**config.mk**
```make
export PLATFORM = sky130hd
export DESIGN_NAME = dcache_port_arbiter
export DESIGN_NICKNAME = d
export VERILOG_FILES = /design/src/rtl/dcache_port_arbiter_pkg.sv /design/src/rtl/dcache_port_arbiter_rr_arb2.sv /design/src/rtl/dcache_port_arbiter.sv
export SDC_FILE = /design/constraint.sdc
export NUM_CORES = 1
export LEC_CHECK = 0
export BUFFER_PORTS_ARGS = -buffer_cell sky130_fd_sc_hd__buf_2
export CORE_AREA = 2 2 169 171
export CTS_CLUSTER_DIAMETER = 40
export DETAILED_ROUTE_END_ITERATION = 7
export DIE_AREA = 0 0 171 173
export HOLD_SLACK_MARGIN = 0.02
export SLEW_MARGIN = 20
export SYNTH_ARGS = -nofsm -noshare
export SYNTH_HDL_FRONTEND = slang
export SYNTH_HIERARCHICAL = 1
export SYNTH_SLANG_ARGS = --single-unit
```
**constraint.sdc**
```tcl
create_clock -name clock -period 2.4 [get_ports clock]
set_input_delay 0.48 -clock clock [delete_from_list [all_inputs] [get_ports clock]]
set_output_delay 0.48 -clock clock [all_outputs]
set_load 0.02 [all_outputs]
```
**src/rtl/dcache_port_arbiter_pkg.sv**
```systemverilog
// dcache_port_arbiter_pkg
//   Shared types for the dcache port arbiter: the memory access size
//   encoding, the holding-register request record, the arbiter FSM states,
//   the default load watchdog limit and a small owner-decode helper.
package dcache_port_arbiter_pkg;

  typedef enum logic [1:0] {
    MEM_BYTE  = 2'd0,
    MEM_HALF  = 2'd1,
    MEM_WORD  = 2'd2,
    MEM_DWORD = 2'd3
  } mem_size_t;

  // One captured dcache access; data is forced to zero for loads so the
  // store-data bus stays quiet on reads.
  typedef struct packed {
    logic        we;
    mem_size_t   size;
    logic [31:0] addr;
    logic [63:0] data;
  } dcache_req_t;

  localparam int DCACHE_ARB_TIMEOUT_DEFAULT = 255;

  typedef enum logic [1:0] {
    IDLE = 2'd0,
    ST   = 2'd1,
    LD   = 2'd2
  } arb_state_t;

  localparam dcache_req_t HOLD_CLEAR = '{we: 1'b0, size: MEM_BYTE, addr: 32'h0, data: 64'h0};

  // Requester index to one-hot response vector.
  function automatic logic [1:0] owner_onehot(input logic idx);
    if (idx) begin
      return 2'b10;
    end else begin
      return 2'b01;
    end
  endfunction

endpackage

```
**src/rtl/dcache_port_arbiter_rr_arb2.sv**
```systemverilog
// rr_arb2
//   Combinational two-way round-robin picker. A lone request is granted
//   outright; when both request, ptr selects the winner. The pointer
//   register itself lives in the parent.
// Ports:
//   req   in  [1:0]  request vector
//   ptr   in  1      preferred requester when both request
//   grant out [1:0]  one-hot grant, or zero when nothing requests
module rr_arb2 (
  input  logic [1:0] req,
  input  logic       ptr,
  output logic [1:0] grant
);

  // Resolve contention with the pointer; otherwise pass the request through.
  always_comb begin
    grant = 2'b00;
    case (req)
      2'b01:   grant = 2'b01;
      2'b10:   grant = 2'b10;
      2'b11:   grant = ptr ? 2'b10 : 2'b01;
      default: grant = 2'b00;
    endcase
  end

endmodule

```
**src/rtl/dcache_port_arbiter.sv**
```systemverilog
// dcache_port_arbiter
//   Shares the single core-side dcache port between the INT (port 0) and
//   FP (port 1) load/store pipes. One transaction at a time, round-robin
//   between contenders; a store completes after one issue cycle, a load
//   completes the cycle after the dcache returns data.
// Optional feature: define DCACHE_ARB_TIMEOUT_EN to add a load watchdog that
//   aborts a load (resp_err=1) after TIMEOUT_CYCLES unanswered LD cycles.
// Ports:
//   clock, reset (async, active-low)
//   req_valid/req_we/req_size/req_addr/req_data  per-requester request
//   req_ready   combinational accept strobe, IDLE only
//   resp_valid  one-cycle completion pulse to the owner
//   resp_data   registered load data (0 for stores)
//   resp_err    aborted load (watchdog build only, else 0)
//   core2dcache_*  registered dcache request bus
//   dcache2core_data/_valid  load return from the dcache
module dcache_port_arbiter
  import dcache_port_arbiter_pkg::*;
#(
  parameter int NUM_REQ        = 2,
  parameter int TIMEOUT_CYCLES = DCACHE_ARB_TIMEOUT_DEFAULT
) (
  input  logic                     clock,
  input  logic                     reset,
  input  logic [NUM_REQ-1:0]       req_valid,
  input  logic [NUM_REQ-1:0]       req_we,
  input  mem_size_t [NUM_REQ-1:0]  req_size,
  input  logic [NUM_REQ-1:0][31:0] req_addr,
  input  logic [NUM_REQ-1:0][63:0] req_data,
  output logic [NUM_REQ-1:0]       req_ready,
  output logic [NUM_REQ-1:0]       resp_valid,
  output logic [63:0]              resp_data,
  output logic                     resp_err,
  output logic                     core2dcache_req,
  output logic [31:0]              core2dcache_addr,
  output logic [63:0]              core2dcache_data,
  output logic                     core2dcache_data_we,
  output mem_size_t                core2dcache_data_size,
  input  logic [63:0]              dcache2core_data,
  input  logic                     dcache2core_data_valid
);

  arb_state_t  state_r;
  logic        rr_ptr_r;
  logic        owner_r;
  logic        busy_r;
  dcache_req_t hold_r;
  logic [1:0]  resp_valid_r;
  logic [63:0] resp_data_r;

  logic [1:0]  grant_s;
  logic        gnt_idx_s;
  dcache_req_t sel_req_s;

`ifdef DCACHE_ARB_TIMEOUT_EN
  localparam int TO_CW = $clog2(TIMEOUT_CYCLES + 1);
  localparam logic [TO_CW-1:0] TO_LIMIT = TO_CW'(TIMEOUT_CYCLES);
  localparam logic [TO_CW-1:0] TO_ONE   = TO_CW'(1);
  logic [TO_CW-1:0] to_cnt_r;
  logic             resp_err_r;
  assign resp_err = resp_err_r;
`else
  // Without the watchdog the limit has no meaning.
  localparam int unused_timeout_cycles = TIMEOUT_CYCLES;
  assign resp_err = 1'b0;
`endif

  rr_arb2 u_rr_arb2 (
    .req   (req_valid),
    .ptr   (rr_ptr_r),
    .grant (grant_s)
  );

  assign gnt_idx_s = grant_s[1];

  // Accept only in IDLE; the picker output is the ready vector.
  always_comb begin
    req_ready = 2'b00;
    if (state_r == IDLE) begin
      req_ready = grant_s;
    end else begin
      req_ready = 2'b00;
    end
  end

  // Capture the granted request; store data is zeroed for loads.
  always_comb begin
    sel_req_s.we   = req_we[gnt_idx_s];
    sel_req_s.size = req_size[gnt_idx_s];
    sel_req_s.addr = req_addr[gnt_idx_s];
    if (req_we[gnt_idx_s]) begin
      sel_req_s.data = req_data[gnt_idx_s];
    end else begin
      sel_req_s.data = 64'h0;
    end
  end

  // The holding register drives the dcache bus directly; it is cleared
  // whenever the arbiter returns to IDLE so the bus idles at zero.
  assign core2dcache_req       = busy_r;
  assign core2dcache_addr      = hold_r.addr;
  assign core2dcache_data      = hold_r.data;
  assign core2dcache_data_we   = hold_r.we;
  assign core2dcache_data_size = hold_r.size;
  assign resp_valid            = resp_valid_r;
  assign resp_data             = resp_data_r;

  // Arbiter FSM: accept in IDLE, one issue cycle for stores, wait for data
  // (or the watchdog) for loads. Response pulses default low every cycle.
  always_ff @(posedge clock or negedge reset) begin
    if (!reset) begin
      state_r      <= IDLE;
      rr_ptr_r     <= 1'b0;
      owner_r      <= 1'b0;
      busy_r       <= 1'b0;
      hold_r       <= HOLD_CLEAR;
      resp_valid_r <= 2'b00;
      resp_data_r  <= 64'h0;
`ifdef DCACHE_ARB_TIMEOUT_EN
      to_cnt_r     <= '0;
      resp_err_r   <= 1'b0;
`endif
    end else begin
      resp_valid_r <= 2'b00;
      resp_data_r  <= 64'h0;
`ifdef DCACHE_ARB_TIMEOUT_EN
      resp_err_r   <= 1'b0;
`endif
      case (state_r)
        IDLE: begin
          if (|grant_s) begin
            hold_r   <= sel_req_s;
            owner_r  <= gnt_idx_s;
            rr_ptr_r <= ~gnt_idx_s;
            busy_r   <= 1'b1;
            state_r  <= sel_req_s.we ? ST : LD;
`ifdef DCACHE_ARB_TIMEOUT_EN
            to_cnt_r <= '0;
`endif
          end
        end
        ST: begin
          resp_valid_r <= owner_onehot(owner_r);
          hold_r       <= HOLD_CLEAR;
          busy_r       <= 1'b0;
          state_r      <= IDLE;
        end
        LD: begin
          // Returned data wins over a watchdog expiry in the same cycle.
          if (dcache2core_data_valid) begin
            resp_valid_r <= owner_onehot(owner_r);
            resp_data_r  <= dcache2core_data;
            hold_r       <= HOLD_CLEAR;
            busy_r       <= 1'b0;
            state_r      <= IDLE;
`ifdef DCACHE_ARB_TIMEOUT_EN
          end else if (to_cnt_r == TO_LIMIT) begin
            resp_valid_r <= owner_onehot(owner_r);
            resp_err_r   <= 1'b1;
            hold_r       <= HOLD_CLEAR;
            busy_r       <= 1'b0;
            state_r      <= IDLE;
          end else begin
            to_cnt_r <= to_cnt_r + TO_ONE;
`endif
          end
        end
        default: begin
          hold_r  <= HOLD_CLEAR;
          busy_r  <= 1'b0;
          state_r <= IDLE;
        end
      endcase
    end
  end

endmodule
```
==> flow_summary.ini <==
[clocking]
cts_resized = 0
insertion_delay_ps = 420
cts-root-buf = clkbuf_16
cts.clk_slew.worst_paths_ps = 70
clockBufferDepth = 2
cts_tree = yes
cts_hold_buf = 0
cts-buffers-inserted = 17
htree_levels = 4
post_cts_buffers = 0
cts_num_sinks = 169

[timing]
clock_skew_ps = 5.97
holdWs_ps = 43.5
hold_viol_final = 0
relSlewSlack = 0.607
setup_tns_ps = 0
period_share = 0.859
worst_pin_slew_ps = 590
fin_crit_ps = 2060
setup_viol = 0
worst_slack_ps = 338
max_clock_freq_ghz = 0.485
rsz0062_at_grt = false
maxSlewViolCount = 0

[synthesis]
synth_ff_type = dfrtp_1
synthCells = 544
synth-seq-cells = 169
postSynthAreaPerCell_um2 = 13.5
yosysMostFrequentCell = dfrtp_1
netlist.area_leader.share = 0.576
synth.largest_area_cell = dfrtp_1
ys_seq_area_frac = 0.576
synth_top_family_by_area = multiplexers
synth_fp_nets = 815
synthSimpleGateAreaFrac = 0.0930
synth_area_mm2 = 0.00734
synth_commonest_cells = dfrtp_1 (169), mux2_2 (69), and3_1 (65)
synthMuxAreaShare = 0.201
synth_fa_ha_area_frac = 0.00682
yosysUniqueCellTypes = 25
synthXorXnorAreaFrac = 0
yosys_warnings = 6
ys_top_cells_by_area = dfrtp_1 (58%), mux2_2 (11%), a22o_1 (7.6%)
synth-compound-area-share = 0.0825
synth_edf_count = 0
async_flop_share = 1.00

[worst_setup_path]
cp-startpoint = state_r[0]
r2r_end = core2dcache_addr[9]
worst_r2r_startpoint = state_r[0]
critPathLaunchType = flip-flop
endpoint_kind = output port
ff2ff_path_depth = 7
required_ps = 1920
critPathMaxFanout = 6
regToRegSetupSlack_ps = 410
critPathKind = flip-flop to output port
arrival_ps = 1580

[layout]
fill_cells = 2773
layout-drive-gt1-share = 0.570
areaGrowthSynthToFinish_pct = 43.5
final_util = 0.381
nets = 1240
antenna_cells = 0
multi_input_area_mm2 = 0.00285
seqCellArea_mm2 = 0.00423

[power_and_ir_drop]
p_leak_nw = 6.05
p_clk_frac = 0.226
power.internal_mw = 7.11
sequentialPowerShare = 0.351
swShare = 0.378
power_frac_comb = 0.423
power_density_mw_per_mm2 = 1080
total_power_mw = 11.4
irDropWorstVdd_mv = 0.402
p_sw_mw = 4.32

[placement]
dp_hpwl_um = 16600
pre_cts_ws_ps = 363
port_buffers = 434
place_congestion = 0.759

[min_path]
worstHoldPathType = input port to asynchronous set/reset pin

[global_routing]
grt_max_degree = 67
antenna_found_initial = 1
grt_pass1_wl_um = 32700
grtUsageTotal = 0.142
grt_overflow_total = 0
grt_pass1_vias = 6211

[route]
vias = 5936
drc = 0
drtIter0Drc = 182
drt_wl_total_um = 21900
via_per_inst = 4.37
wl_per_cell_um = 16.1
ant_nets = 0
drtPass1Iterations = 4

[floorplan]
rows = 61
die_h_um = 173
die_w_um = 171
io_pins = 436
dieArea_mm2 = 0.0296
start_util = 0.266
fp.coreArea_mm2 = 0.0276

[job]
maxCapViolCount = 0

[outcome]
status = finished clean
## logic make-up after synthesis
| group | Yosys count |
|---|---|
| compound gates | 71 |
| fa+ha+maj | 4 |
| buf+inv | 53 |
| flops | 169 |
| mux | 135 |
| other cells | 1 |
| simple gates | 111 |
## layer usage
metal / wire, µm / up-vias / global-route usage
met5: 0 / - / 0
met4: 240 / 0 / 0.0374
met3: 2040 / 14 / 0.0552
met2: 11100 / 269 / 0.260
met1: 8470 / 2853 / 0.151
li1: - / 2800 / -
## power groups by stage
stage	sequential, mW	clock (mW)	combinational (mW)
CTS	4.02	2.69	4.96
detailed placement	4.07	0	4.95
global route	4.11	2.84	5.20
finish	4.01	2.58	4.84
global placement	4.03	0	4.89
floorplan	5.03	0	2.18
## cells in the final DEF, fill, tap and decap left out, types with 3 or more instances in the layout
master,count
clkinvlp_4,3
nor2_1,3
mux2i_1,35
buf_4,12
inv_6,4
buf_12,8
buf_2,433
mux2_2,69
ha_1,3
mux2_1,31
clkinv_4,3
inv_1,5
and3_1,64
dfrtp_1,169
nand2_1,3
nor2b_1,34
clkbuf_16,17
a22o_1,64
## sequential cells by signal, summed over array words and instances (netlist names)
register,cells
core2dcache_data_size,2
core2dcache_addr,32
state_r,2
owner_r,1
core2dcache_data,64
rr_ptr_r,1
resp_valid,2
resp_data,64
core2dcache_req,1
## metrics by stage
stage | cells | cell area, µm²
CTS | 1359 | 10500
global placement | 1328 | 10000
detailed placement | 1328 | 10000
floorplan | 544 | 7340
finish | 1359 | 10500
global route | 1359 | 10500
## worst max path at each step
stage,to,slack (ps)
6_report,req_ready[1],340
2_1_floorplan,core2dcache_addr[29],470
4_1_cts,req_ready[1],300
3_3_place_gp,core2dcache_data[62],400
5_1_grt,req_ready[0],210
3_5_place_dp,core2dcache_data[15],360
## final cells by class
type,instances,share of cell area
Clock buffer,17,0.0404
Clock inverter,14,0.0110
Inverter,5,0.00178
Multi-Input combinational cell,322,0.270
Sequential cell,169,0.401
Tap cell,378,0.0449
Timing Repair Buffer,454,0.230
## worst max-delay path: stages, from the launching register on
cell	delay, ps
dfrtp_1	410
inv_1	120
ha_1	240
and2_1	200
buf_2	190
No activity file was read; power rests on OpenSTA's default activity.
